## config.mk

```make
export PLATFORM = sky130hd
export DESIGN_NAME = load_store_unit
export DESIGN_NICKNAME = d
export VERILOG_FILES = /design/src/rtl/load_store_unit.sv
export SDC_FILE = /design/constraint.sdc
export NUM_CORES = 1
export LEC_CHECK = 0
export BUFFER_PORTS_ARGS = -buffer_cell sky130_fd_sc_hd__buf_2
export CAP_MARGIN = 25
export CORE_ASPECT_RATIO = 0.75
export CORE_MARGIN = 3
export CORE_UTILIZATION = 45
export CTS_CLUSTER_SIZE = 28
export DETAILED_ROUTE_END_ITERATION = 7
export HOLD_SLACK_MARGIN = 0.06
export PLACE_DENSITY_LB_ADDON = 0.15
export SETUP_SLACK_MARGIN = 0.1
export SLEW_MARGIN = 20
export SYNTH_ARGS = -nofsm -noshare
export SYNTH_HDL_FRONTEND = slang
export SYNTH_SLANG_ARGS = --single-unit
```

## constraint.sdc

```tcl
create_clock -name clock -period 2.3 [get_ports clock]
set_input_delay 0.115 -clock clock [delete_from_list [all_inputs] [get_ports clock]]
set_output_delay 0.115 -clock clock [all_outputs]
set_load 0.03 [all_outputs]
```

## src/rtl/load_store_unit.sv

```systemverilog
// Load/store unit: byte/half/word accesses to a word-organised memory, with
// read-modify-write for narrow stores. Optional build macro: LSU_ALIGN_CHECK_EN.
module load_store_unit #(
  parameter int READ_LATENCY     = 1,
  parameter int WORD_INDEX_WIDTH = 32
) (
  input  logic                        clock,
  input  logic                        resetN,
  input  logic                        reqValid,
  output logic                        reqReady,
  input  logic                        reqWrite,
  input  logic [1:0]                  reqSize,
  input  logic                        reqSigned,
  input  logic [31:0]                 reqAddress,
  input  logic [31:0]                 reqWriteData,
  output logic                        respValid,
  output logic [31:0]                 respData,
  output logic                        respError,
  output logic [WORD_INDEX_WIDTH-1:0] memAddress,
  output logic [31:0]                 memWriteData,
  output logic                        memRead,
  output logic                        memWrite,
  input  logic [31:0]                 memReadData
);

  localparam logic [2:0] IDLE  = 3'd0;
  localparam logic [2:0] READ  = 3'd1;
  localparam logic [2:0] WAIT  = 3'd2;
  localparam logic [2:0] WRITE = 3'd3;
  localparam logic [2:0] RESP  = 3'd4;

  localparam logic [1:0] SIZE_BYTE = 2'b00;
  localparam logic [1:0] SIZE_HALF = 2'b01;
  localparam logic [1:0] SIZE_WORD = 2'b10;
  localparam logic [1:0] SIZE_BAD  = 2'b11;

  localparam logic [1:0] WAIT_INIT = 2'(READ_LATENCY - 1);

  logic [2:0]  state;
  logic [1:0]  wait_cnt;
  logic        write_q;
  logic [1:0]  size_q;
  logic        signed_q;
  logic [1:0]  lane_q;
  logic [15:0] wdata_q;
  logic [31:0] resp_data_q;
  logic        resp_error_q;
  logic        misaligned;
  logic        req_error;

`ifdef LSU_ALIGN_CHECK_EN
  assign misaligned = ((reqSize == SIZE_HALF) && reqAddress[0]) ||
                      ((reqSize == SIZE_WORD) && (reqAddress[1:0] != 2'b00));
`else
  assign misaligned = 1'b0;
`endif

  assign req_error = (reqSize == SIZE_BAD) || misaligned;

  // Strobes are pure state decodes, so each is high for exactly one state-cycle.
  assign reqReady  = (state == IDLE);
  assign memRead   = (state == READ);
  assign memWrite  = (state == WRITE);
  assign respValid = (state == RESP);
  assign respData  = resp_data_q;
  assign respError = resp_error_q;

  // NOTE: every path through a function assigns the result first, so no
  // stale value (and no latch when used from combinational code) is possible.
  function automatic logic [31:0] extract(input logic [31:0] word,
                                          input logic [1:0]  size,
                                          input logic        sgn,
                                          input logic [1:0]  lane);
    logic [31:0] shifted;
    logic [15:0] half;
    extract = word;
    shifted = word >> {lane, 3'b000};
    half    = lane[1] ? word[31:16] : word[15:0];
    case (size)
      SIZE_BYTE: extract = {{24{sgn & shifted[7]}}, shifted[7:0]};
      SIZE_HALF: extract = {{16{sgn & half[15]}}, half};
      default:   extract = word;
    endcase
  endfunction

  function automatic logic [31:0] merge(input logic [31:0] word,
                                        input logic [1:0]  size,
                                        input logic [1:0]  lane,
                                        input logic [15:0] data);
    logic [31:0] mask;
    logic [31:0] ins;
    mask = 32'h0;
    ins  = 32'h0;
    case (size)
      SIZE_BYTE: begin
        mask = 32'h0000_00ff << {lane, 3'b000};
        ins  = {24'h0, data[7:0]} << {lane, 3'b000};
      end
      SIZE_HALF: begin
        mask = 32'h0000_ffff << {lane[1], 4'b0000};
        ins  = {16'h0, data} << {lane[1], 4'b0000};
      end
      default: ;
    endcase
    merge = (word & ~mask) | (ins & mask);
  endfunction

  // NOTE: sequential state uses non-blocking assignments so every register
  // samples the pre-edge values regardless of statement order.
  always_ff @(posedge clock or negedge resetN) begin
    if (!resetN) begin
      state        <= IDLE;
      wait_cnt     <= 2'd0;
      write_q      <= 1'b0;
      size_q       <= SIZE_BYTE;
      signed_q     <= 1'b0;
      lane_q       <= 2'b00;
      wdata_q      <= 16'h0;
      resp_data_q  <= 32'h0;
      resp_error_q <= 1'b0;
      memAddress   <= '0;
      memWriteData <= 32'h0;
    end else begin
      case (state)
        IDLE: begin
          if (reqValid) begin
            write_q    <= reqWrite;
            size_q     <= reqSize;
            signed_q   <= reqSigned;
            lane_q     <= reqAddress[1:0];
            wdata_q    <= reqWriteData[15:0];
            memAddress <= WORD_INDEX_WIDTH'(reqAddress >> 2);
            if (req_error) begin
              resp_error_q <= 1'b1;
              state        <= RESP;
            end else if (reqWrite && (reqSize == SIZE_WORD)) begin
              memWriteData <= reqWriteData;
              state        <= WRITE;
            end else begin
              state <= READ;
            end
          end
        end
        READ: begin
          wait_cnt <= WAIT_INIT;
          state    <= WAIT;
        end
        WAIT: begin
          if (wait_cnt == 2'd0) begin
            if (write_q) begin
              memWriteData <= merge(memReadData, size_q, lane_q, wdata_q);
              state        <= WRITE;
            end else begin
              resp_data_q <= extract(memReadData, size_q, signed_q, lane_q);
              state       <= RESP;
            end
          end else begin
            wait_cnt <= wait_cnt - 2'd1;
          end
        end
        WRITE: state <= RESP;
        RESP: begin
          resp_data_q  <= 32'h0;
          resp_error_q <= 1'b0;
          state        <= IDLE;
        end
        default: state <= IDLE;
      endcase
    end
  end

endmodule

```

==> flow_metrics.py, run 1 <==
metrics = {
    "power": {
        "ir_drop_mv": 0.899,
        "p_seq_share_pct": 29.2,
        "p_switching_mw": 5.82,
        "p_int_mw": 7.40,
        "power_density_nw_per_um2": 1510,
        "netSwitchingFraction_pct": 44.0,
        "finalPower_mw": 13.2,
        "power_frac_clock_pct": 21.6,
        "p_leak_nw": 4.12,
        "pwr-share-comb_pct": 49.2,
    },
    "yosys": {
        "syn_area_um2": 5980,
        "synth_common_cells": "dfrtp_1, mux2_2, nand2_1, nor2_1, o31ai_1",
        "synthMostInstantiatedCell": "dfrtp_1",
        "ys_seq_area_share_pct": 51.1,
        "synth_area_per_cell_um2": 11.3,
        "synth_edf_count": 0,
        "async_flop_share_pct": 100,
        "yosysTopAreaCell": "dfrtp_1",
        "yosysTopAreaCellShare_pct": 51.1,
        "synth_ff_type": "dfrtp_1",
        "synth_cell_type_count": 50,
        "synth_cells": 531,
        "ys_top_cells_by_area": "dfrtp_1, mux2_2, a221o_1",
        "ys_ff_latch": 122,
        "yosysWarningCount": 0,
    },
    "finish": {
        "diodes": 0,
        "layout-drive-gt1-share_pct": 38.5,
        "fill_cells": 979,
        "area_delta_synth_final_pct": 46.2,
        "final_cell_count_no_fill": 995,
        "multi_input_area_um2": 2700,
        "seqCellArea_um2": 3050,
        "nets": 920,
    },
    "placement": {
        "placed_cells": 872,
        "dp_slack_ns": 0.276,
        "port_buffers": 201,
        "hpwl_mm": 14.2,
        "place_congestion": 0.898,
    },
    "timing": {
        "setup_violations": 0,
        "setup-tns-final_ns": 0,
        "slew_violations": 0,
        "holdWs_ns": 0.0771,
        "hold_violations": 0,
        "setup_slack_ns": 0.238,
        "post-route-period-util_pct": 89.6,
        "clock.fmax_ghz": 0.485,
        "fin_skew_ns": 0.00684,
        "period_needed_ns": 2.06,
        "relSlewSlack_pct": 56.0,
        "tightestPinTransition_ns": 0.655,
        "rsz0062_at_grt": "no",
    },
    "route": {
        "via_per_inst": 5.86,
        "drt_iter0_markers": 565,
        "dr_total_vias": 5834,
        "drc_errors": 0,
        "wl_per_cell_um": 20.7,
        "drt-total-wl_mm": 20.6,
        "first_pass_iters": 5,
        "antenna_left": 0,
    },
    "setup_path": {
        "worst_setup_path_end_kind": "flip-flop",
        "path_cells": "nor2b_1 -> buf_4 -> o21ai_1 -> a221oi_1 -> o31ai_1",
        "crit_type": "reg2reg",
        "crit_path_start_kind": "flip-flop",
        "crit_arrival_ns": 2.33,
        "cpMaxStageDelayCell": "a221oi_1",
        "slowest_delay_ns": 0.58,
        "cp_max_fo": 10,
        "critPathRequiredTime_ns": 2.57,
    },
    "cts": {
        "numCtsBuffers": 17,
        "postCtsSetupBuffers": 0,
        "cts_buffer_depth": 2,
        "path_clk_slew_ns": 0.06,
        "htree_levels": 4,
        "clk_latency_ns": 0.41,
        "clkSinkCount": 122,
        "cts_tree": "built",
        "cts_root_buffer": "clkbuf_16",
    },
    "grt": {
        "track_usage_pct": 27.6,
        "grt_pass1_wl_mm": 32.0,
        "grt_pass1_vias": 5743,
        "antenna_found_initial": 0,
        "grt.overflow.total": 0,
        "grt_max_degree": 65,
    },
    "worst_hold_path": {
        "hp-class": "in2reg",
    },
    "floorplanning": {
        "num_rows": 35,
        "die_h_um": 106,
        "die_area_um2": 14700,
        "core_um2": 12600,
        "initial_utilization_pct": 47.4,
        "ios": 204,
        "die_x_um": 139,
    },
    "outcome": {
        "status": "complete, no violations",
    },
    "job": {
        "cap_violations": 0,
    },
}
[timing repair]
item | in CTS | in global routing
hold endpoints to repair | 143 | 0
resized for setup | 0 | 0
hold buffers | 91 | 0
[placed cells by master (no fill, tap or decap), drive strengths merged, types with 2 or more instances in the layout]
| cell type | instances |
|---|---|
| buf | 225 |
| dfrtp | 122 |
| dlygate4sd3 | 91 |
| mux2 | 51 |
| nand2 | 44 |
| nor2 | 40 |
| o31ai | 34 |
| a221o | 31 |
| a22o | 23 |
| clkbuf | 19 |
| a221oi | 16 |
| a211oi | 16 |
| nor4b | 15 |
| a21oi | 14 |
| and2 | 9 |
| nor4bb | 8 |
| o22ai | 8 |
| inv | 7 |
| nor2b | 5 |
| o21ai | 5 |
| bufinv | 4 |
| clkinv | 4 |
| mux2i | 3 |
| and3 | 3 |
| clkinvlp | 3 |
| nand2b | 3 |
| nor3 | 3 |
| and3b | 2 |
| o211ai | 2 |
| conb | 2 |
| or3b | 2 |
| o21bai | 2 |
| nor3b | 2 |
| a32oi | 2 |
[sequential cells by signal, indices dropped and copies added (netlist names), 2 cells and up]
name,flops
memWriteData,32
respData,32
memAddress,30
wdata_q,16
state,3
lane_q,2
size_q,2
wait_cnt,2
[final timing paths]
kind,cells past startpoint,end,slack (ns),start
max in group asynchronous,3,respData[12],1.36,resetN
worst min register to register,2,memWriteData[30],0.47,memWriteData[30]
worst max-delay path,5,memWriteData[30],0.24,lane_q[1]
min in group asynchronous,2,memWriteData[17],0.25,resetN
worst min-delay path,3,respError,0.08,reqValid
worst max register to register,5,memWriteData[30],0.24,lane_q[1]
[per-stage QoR]
step                      utilization (%)  area, µm²
after global routing                 69.3       8740
after CTS                            69.3       8740
after global placement               57.0       7190
after floorplan                         -       5980
after detailed placement             57.0       7190
final                                69.3       8740
[power by group through the flow]
stage | registers, mW | logic, mW | clock network [mW]
detailed placement | 3.86 | 6.33 | 0
CTS | 3.85 | 6.48 | 2.90
global route | 3.98 | 6.92 | 2.99
finish | 3.86 | 6.51 | 2.86
global placement | 3.82 | 6.18 | 0
floorplan | 5.17 | 3.06 | 0
[critical path: cells and delay by family (launching register included)]
| family | cells | cell delay [ns] |
|---|---|---|
| AOI/OAI and AO/OA | 3 | 0.94 |
| and+or+nand+nor | 1 | 0.22 |
| buffers and inverters | 1 | 0.20 |
| DFF | 1 | 0.56 |
[metal layers]
layer	vias up	GRT usage [%]	wire, µm
met1	2879	40.0	9100
li1	2603	-	-
met3	32	6.67	1910
met5	-	0	0
met4	0	7.26	340
met2	320	41.9	9260
[area by class of cell]
cell class	count	share of cell area, %
clock inverter	13	2.19
tap	166	2.38
timing repair buffer	316	24.3
inverter	5	0.215
clock buffer	19	5.07
sequential	122	34.9
multi-input combinational	354	30.9
[cells by family after synthesis]
group | synth area share (%)
simple gates | 13.0
compound gates | 21.3
buf+inv | 4.31
mux | 10.1
flops | 51.1
fa+ha+maj | 0.209
other cells | 0.0627
(Power assumes the default switching activity.)
==> inputs of run 2 (changes only) <==
--- a/config.mk
+++ b/config.mk
@@ -19,3 +19,4 @@
 export SYNTH_ARGS = -nofsm -noshare
 export SYNTH_HDL_FRONTEND = slang
 export SYNTH_SLANG_ARGS = --single-unit
+export TNS_END_PERCENT = 20
==> constraint.sdc (replaced) <==
create_clock -name clock -period 2.2 [get_ports clock]
set_input_delay 0.11 -clock clock [delete_from_list [all_inputs] [get_ports clock]]
set_output_delay 0.11 -clock clock [all_outputs]
set_load 0.03 [all_outputs]
==> flow_metrics.py, run 2 (synthesis results as in run 1) <==
metrics = {
    "route": {
        "wl_met2_mm": 8.80,
        "highest_layer": "met4",
        "drt-total-wl_mm": 19.9,
        "wl_per_cell_um": 19.9,
        "drt_iter0_markers": 368,
        "via_per_inst": 5.71,
        "dr_total_vias": 5707,
        "wl_met1_mm": 8.92,
        "drc_errors": 0,
        "first_pass_iters": 5,
        "met3_length_mm": 1.90,
        "antenna_left": 0,
    },
    "placement": {
        "dp_slack_ns": 0.192,
        "port_buffers": 201,
        "hpwl_mm": 13.8,
        "place_congestion": 0.890,
        "placed_area_um2": 7230,
    },
    "timing": {
        "setup_violations": 0,
        "tightestPinTransition_ns": 0.572,
        "rsz0062_at_grt": "yes",
        "clock.fmax_ghz": 0.505,
        "period_needed_ns": 1.98,
        "post-route-period-util_pct": 90.0,
        "fin_skew_ns": 0.00752,
        "setup-tns-final_ns": 0,
        "slew_violations": 0,
        "hold_violations": 0,
        "setup_slack_ns": 0.220,
        "relSlewSlack_pct": 61.6,
    },
    "power": {
        "power_frac_clock_pct": 21.2,
        "p_leak_nw": 4.15,
        "netSwitchingFraction_pct": 43.5,
        "p_int_mw": 7.77,
        "finalPower_mw": 13.8,
        "ir_drop_mv": 0.897,
        "pwr-share-comb_pct": 49.4,
        "p_switching_mw": 5.99,
        "p_seq_share_pct": 29.4,
        "power_density_nw_per_um2": 1570,
    },
    "setup_path": {
        "crit_arrival_ns": 2.26,
        "cpMaxStageDelayCell": "dfrtp_1",
        "path_cells": "nand2b_1 -> buf_4 -> nand2_1 -> a211oi_1 -> o31ai_1",
        "crit_type": "reg2reg",
        "crit_end": "memWriteData[6]",
        "r2r-end": "memWriteData[6]",
        "r2r_start": "size_q[0]",
        "critPathRequiredTime_ns": 2.48,
        "worst_setup_path_end_kind": "flip-flop",
        "crit_path_start_kind": "flip-flop",
        "crit_path_start": "size_q[0]",
        "reg2reg_slack_ns": 0.22,
        "rr_worst_depth": 5,
        "cp_max_fo": 19,
        "slowest_delay_ns": 0.61,
    },
    "finish": {
        "area_delta_synth_final_pct": 47.1,
        "layout-drive-gt1-share_pct": 38.9,
        "fill_cells": 964,
        "utilization_pct": 69.7,
        "nets": 925,
        "design_area_um2": 8790,
        "final_common_cell": "buf_2",
        "final_cell_mix": "buf_2, dfrtp_1, dlygate4sd3_1, mux2_2, nand2_1",
        "diodes": 0,
    },
    "grt": {
        "track_usage_pct": 27.3,
        "grt_pass1_vias": 5698,
        "grt_pass1_wl_mm": 31.6,
        "grt.overflow.total": 0,
        "antenna_found_initial": 1,
        "grt_max_degree": 65,
    },
    "cts": {
        "path_clk_slew_ns": 0.05,
        "cts_root_buffer": "clkbuf_16",
        "cts_tree": "built",
        "clkSinkCount": 122,
        "postCtsSetupBuffers": 0,
        "numCtsBuffers": 17,
        "htree_levels": 4,
        "clk_latency_ns": 0.41,
        "cts_buffer_depth": 2,
    },
    "worst_hold_path": {
        "hp-class": "in2reg",
    },
    "job": {
        "cap_violations": 0,
    },
    "floorplanning": {
        "core_um2": 12600,
        "die_h_um": 106,
        "die_area_um2": 14700,
        "die_x_um": 139,
        "ios": 204,
        "num_rows": 35,
        "initial_utilization_pct": 47.4,
    },
    "outcome": {
        "status": "complete, no violations",
    },
}
-- run 2: cell types whose count changed in the layout (fill, tap and decap cells not counted), sizes merged --
cell | before | now
clkinvlp | 3 | 2
dlygate4sd3 | 91 | 93
buf | 225 | 228
clkbuf | 19 | 21
bufinv | 4 | 3
clkinv | 4 | 5
inv | 7 | 5
-- run 2: worst min path at each step --
stage | depth (start not counted) | from | endpoint | slack, ns
2_1_floorplan | 0 | resetN | lane_q[0] | -0.19
3_3_place_gp | 1 | resetN | memWriteData[30] | 0.06
3_5_place_dp | 1 | resetN | memWriteData[30] | 0.07
4_1_cts | 3 | reqValid | respError | 0.06
5_1_grt | 3 | reqValid | respError | 0.09
6_report | 3 | reqValid | respError | 0.08
-- run 2: worst max-delay path: cells and delay by family (launching register included) --
family                 cells  cell delay [ns]
AO/OA/AOI/OAI              2             0.61
buffers and inverters      1             0.22
flip-flops                 1             0.61
AND/OR/NAND/NOR            2             0.41
-- run 2: per-layer routing --
layer,global-route usage (%),vias up
li1,-,2608
met1,39.2,2782
met2,41.3,292
met3,8.03,25
met4,6.01,0
met5,0,-
-- run 2: metrics by stage --
stage | std cells | hold slack [ns]
finish | 999 | 0.0789
global route | 999 | 0.0933
CTS | 999 | 0.0634
detailed placement | 875 | 0.0688
global placement | 875 | 0.0648
floorplan | 532 | -0.186
-- run 2: repair_timing --
item                       in CTS  in global routing
setup endpoints to repair       0                 29
hold buffers                   93                  0
hold endpoints to repair      179                  0
gates resized for setup         0                  3
-- run 2: area by class of cell --
type                            count  area [µm²]  area share (%)
Tap cell                          166         208            2.36
Multi-Input combinational cell    354        2710            30.8
Clock buffer                       21         480            5.46
Inverter                            5        18.8           0.213
Sequential cell                   122        3050            34.7
Clock inverter                     10         141            1.61
Timing Repair Buffer              321        2180            24.8
-- run 2: power by group through the flow --
stage	clock network, mW	registers (mW)	logic [mW]
floorplan	0	5.40	3.19
global placement	0	3.99	6.49
detailed placement	0	4.03	6.62
CTS	2.94	4.02	6.76
global route	3.04	4.17	7.27
finish	2.92	4.05	6.80
==> inputs of run 3 (changes only) <==
--- a/config.mk
+++ b/config.mk
@@ -10,6 +10,7 @@
 export CORE_ASPECT_RATIO = 0.75
 export CORE_MARGIN = 3
 export CORE_UTILIZATION = 45
+export CTS_CLUSTER_DIAMETER = 120
 export CTS_CLUSTER_SIZE = 28
 export DETAILED_ROUTE_END_ITERATION = 7
 export HOLD_SLACK_MARGIN = 0.06
==> constraint.sdc (replaced) <==
create_clock -name clock -period 2.29 [get_ports clock]
set_input_delay 0.1145 -clock clock [delete_from_list [all_inputs] [get_ports clock]]
set_output_delay 0.1145 -clock clock [all_outputs]
set_load 0.03 [all_outputs]
==> flow_metrics.py, run 3 (synthesis results as in run 1) <==
metrics = {
    "finish": {
        "diodes": 0,
        "nets": 922,
        "fill_cells": 957,
        "layout-drive-gt1-share_pct": 38.3,
        "final_common_cell": "buf_2",
        "final_cell_mix": "buf_2, dfrtp_1, dlygate4sd3_1, mux2_2, nand2_1",
        "area_delta_synth_final_pct": 46.1,
    },
    "setup_path": {
        "worst_setup_path_end_kind": "flip-flop",
        "crit_path_start": "state[1]",
        "cp_max_fo": 19,
        "crit_arrival_ns": 2.42,
        "rr_worst_depth": 5,
        "r2r-end": "respData[27]",
        "crit_path_start_kind": "flip-flop",
        "reg2reg_slack_ns": 0.21,
        "r2r_start": "state[1]",
        "critPathRequiredTime_ns": 2.64,
        "crit_type": "reg2reg",
    },
    "route": {
        "wl_per_cell_um": 20.4,
        "drt-total-wl_mm": 20.3,
        "via_per_inst": 5.77,
        "dr_total_vias": 5750,
        "antenna_left": 0,
        "drc_errors": 0,
        "first_pass_iters": 7,
        "drt_iter0_markers": 478,
    },
    "floorplanning": {
        "core_um2": 12600,
        "die_h_um": 106,
        "initial_utilization_pct": 47.4,
        "ios": 204,
        "die_x_um": 139,
        "die_area_um2": 14700,
        "num_rows": 35,
    },
    "power": {
        "ir_drop_mv": 0.958,
        "p_leak_nw": 4.13,
        "finalPower_mw": 13.2,
        "power_density_nw_per_um2": 1510,
    },
    "timing": {
        "slew_violations": 0,
        "setup_violations": 0,
        "clock.fmax_ghz": 0.482,
        "rsz0062_at_grt": "no",
        "tightestPinTransition_ns": 0.632,
        "fin_skew_ns": 0.00678,
        "hold_violations": 0,
        "post-route-period-util_pct": 90.7,
        "relSlewSlack_pct": 57.9,
        "period_needed_ns": 2.08,
        "setup-tns-final_ns": 0,
    },
    "worst_hold_path": {
        "hold_end": "respError",
        "timing.hold.worst.start": "reqValid",
        "hp-class": "in2reg",
        "hold_depth": 3,
    },
    "cts": {
        "numCtsBuffers": 17,
        "cts_tree": "built",
        "cts_buffer_depth": 2,
        "cts_root_buffer": "clkbuf_16",
        "htree_levels": 4,
        "path_clk_slew_ns": 0.06,
        "clk_latency_ns": 0.41,
        "cts_resized": 0,
        "clkSinkCount": 122,
    },
    "job": {
        "cap_violations": 0,
    },
    "grt": {
        "grt_max_degree": 65,
        "track_usage_pct": 27.8,
        "grt_pass1_wl_mm": 32.4,
        "antenna_found_initial": 0,
        "grt_pass1_vias": 5837,
        "grt.overflow.total": 0,
    },
    "placement": {
        "port_buffers": 201,
        "place_congestion": 0.900,
        "hpwl_mm": 13.8,
    },
    "outcome": {
        "status": "complete, no violations",
    },
}
==> run 3: repair_timing <==
| item | 4_1_cts | 5_1_grt |
|---|---|---|
| hold endpoints to repair | 231 | 0 |
| hold buffers | 93 | 0 |
| buffers inserted | 0 | 0 |
==> run 3: power breakdown <==
| group | internal [mW] | total [mW] | switching [mW] |
|---|---|---|---|
| logic | 2.43 | 6.47 | 4.04 |
| clock network | 1.87 | 2.87 | 0.992 |
| registers | 3.15 | 3.88 | 0.732 |
==> run 3: worst max-delay path by stage <==
stage	slack (ns)	cells past startpoint	to
4_1_cts	0.26	5	respData[16]
3_5_place_dp	0.28	5	respData[31]
2_1_floorplan	0.44	8	respData[3]
6_report	0.21	5	respData[27]
3_3_place_gp	0.31	5	memWriteData[30]
5_1_grt	0.12	5	respData[27]
==> run 3: critical path, cell delays in order, from the launching register on <==
cell,delay [ns]
dfrtp_1,0.62
or3b_4,0.57
nor2_4,0.26
and2_1,0.16
buf_4,0.20
a221o_1,0.19
==> run 3: per-layer routing <==
layer / global-route usage, % / share of wire (%) / up-vias
li1: - / - / 2607
met1: 39.7 / 44 / 2838
met2: 41.8 / 45 / 275
met3: 8.75 / 9.7 / 30
met4: 6.28 / 1.3 / 0
met5: 0 / 0 / -
==> run 3: layout make-up <==
cell class / instances / area [µm²] / share of cell area (%)
Clock buffer: 20 / 457 / 5.23
Timing Repair Buffer: 318 / 2130 / 24.4
Clock inverter: 11 / 169 / 1.93
Tap cell: 166 / 208 / 2.38
Sequential cell: 122 / 3050 / 35.0
Multi-Input combinational cell: 354 / 2700 / 30.9
Inverter: 5 / 18.8 / 0.215
==> run 3: through the flow <==
stage / setup slack [ns] / instance area [µm²] / instances / utilization (%) / hold WS [ns]
after global routing: 0.117 / 8730 / 996 / 69.3 / 0.0715
after global placement: 0.312 / 7180 / 872 / 56.9 / 0.0279
final: 0.214 / 8730 / 996 / 69.3 / 0.0752
after detailed placement: 0.280 / 7180 / 872 / 56.9 / 0.0319
after CTS: 0.255 / 8730 / 996 / 69.3 / 0.0710
after floorplan: 0.440 / 5980 / 532 / - / -0.181
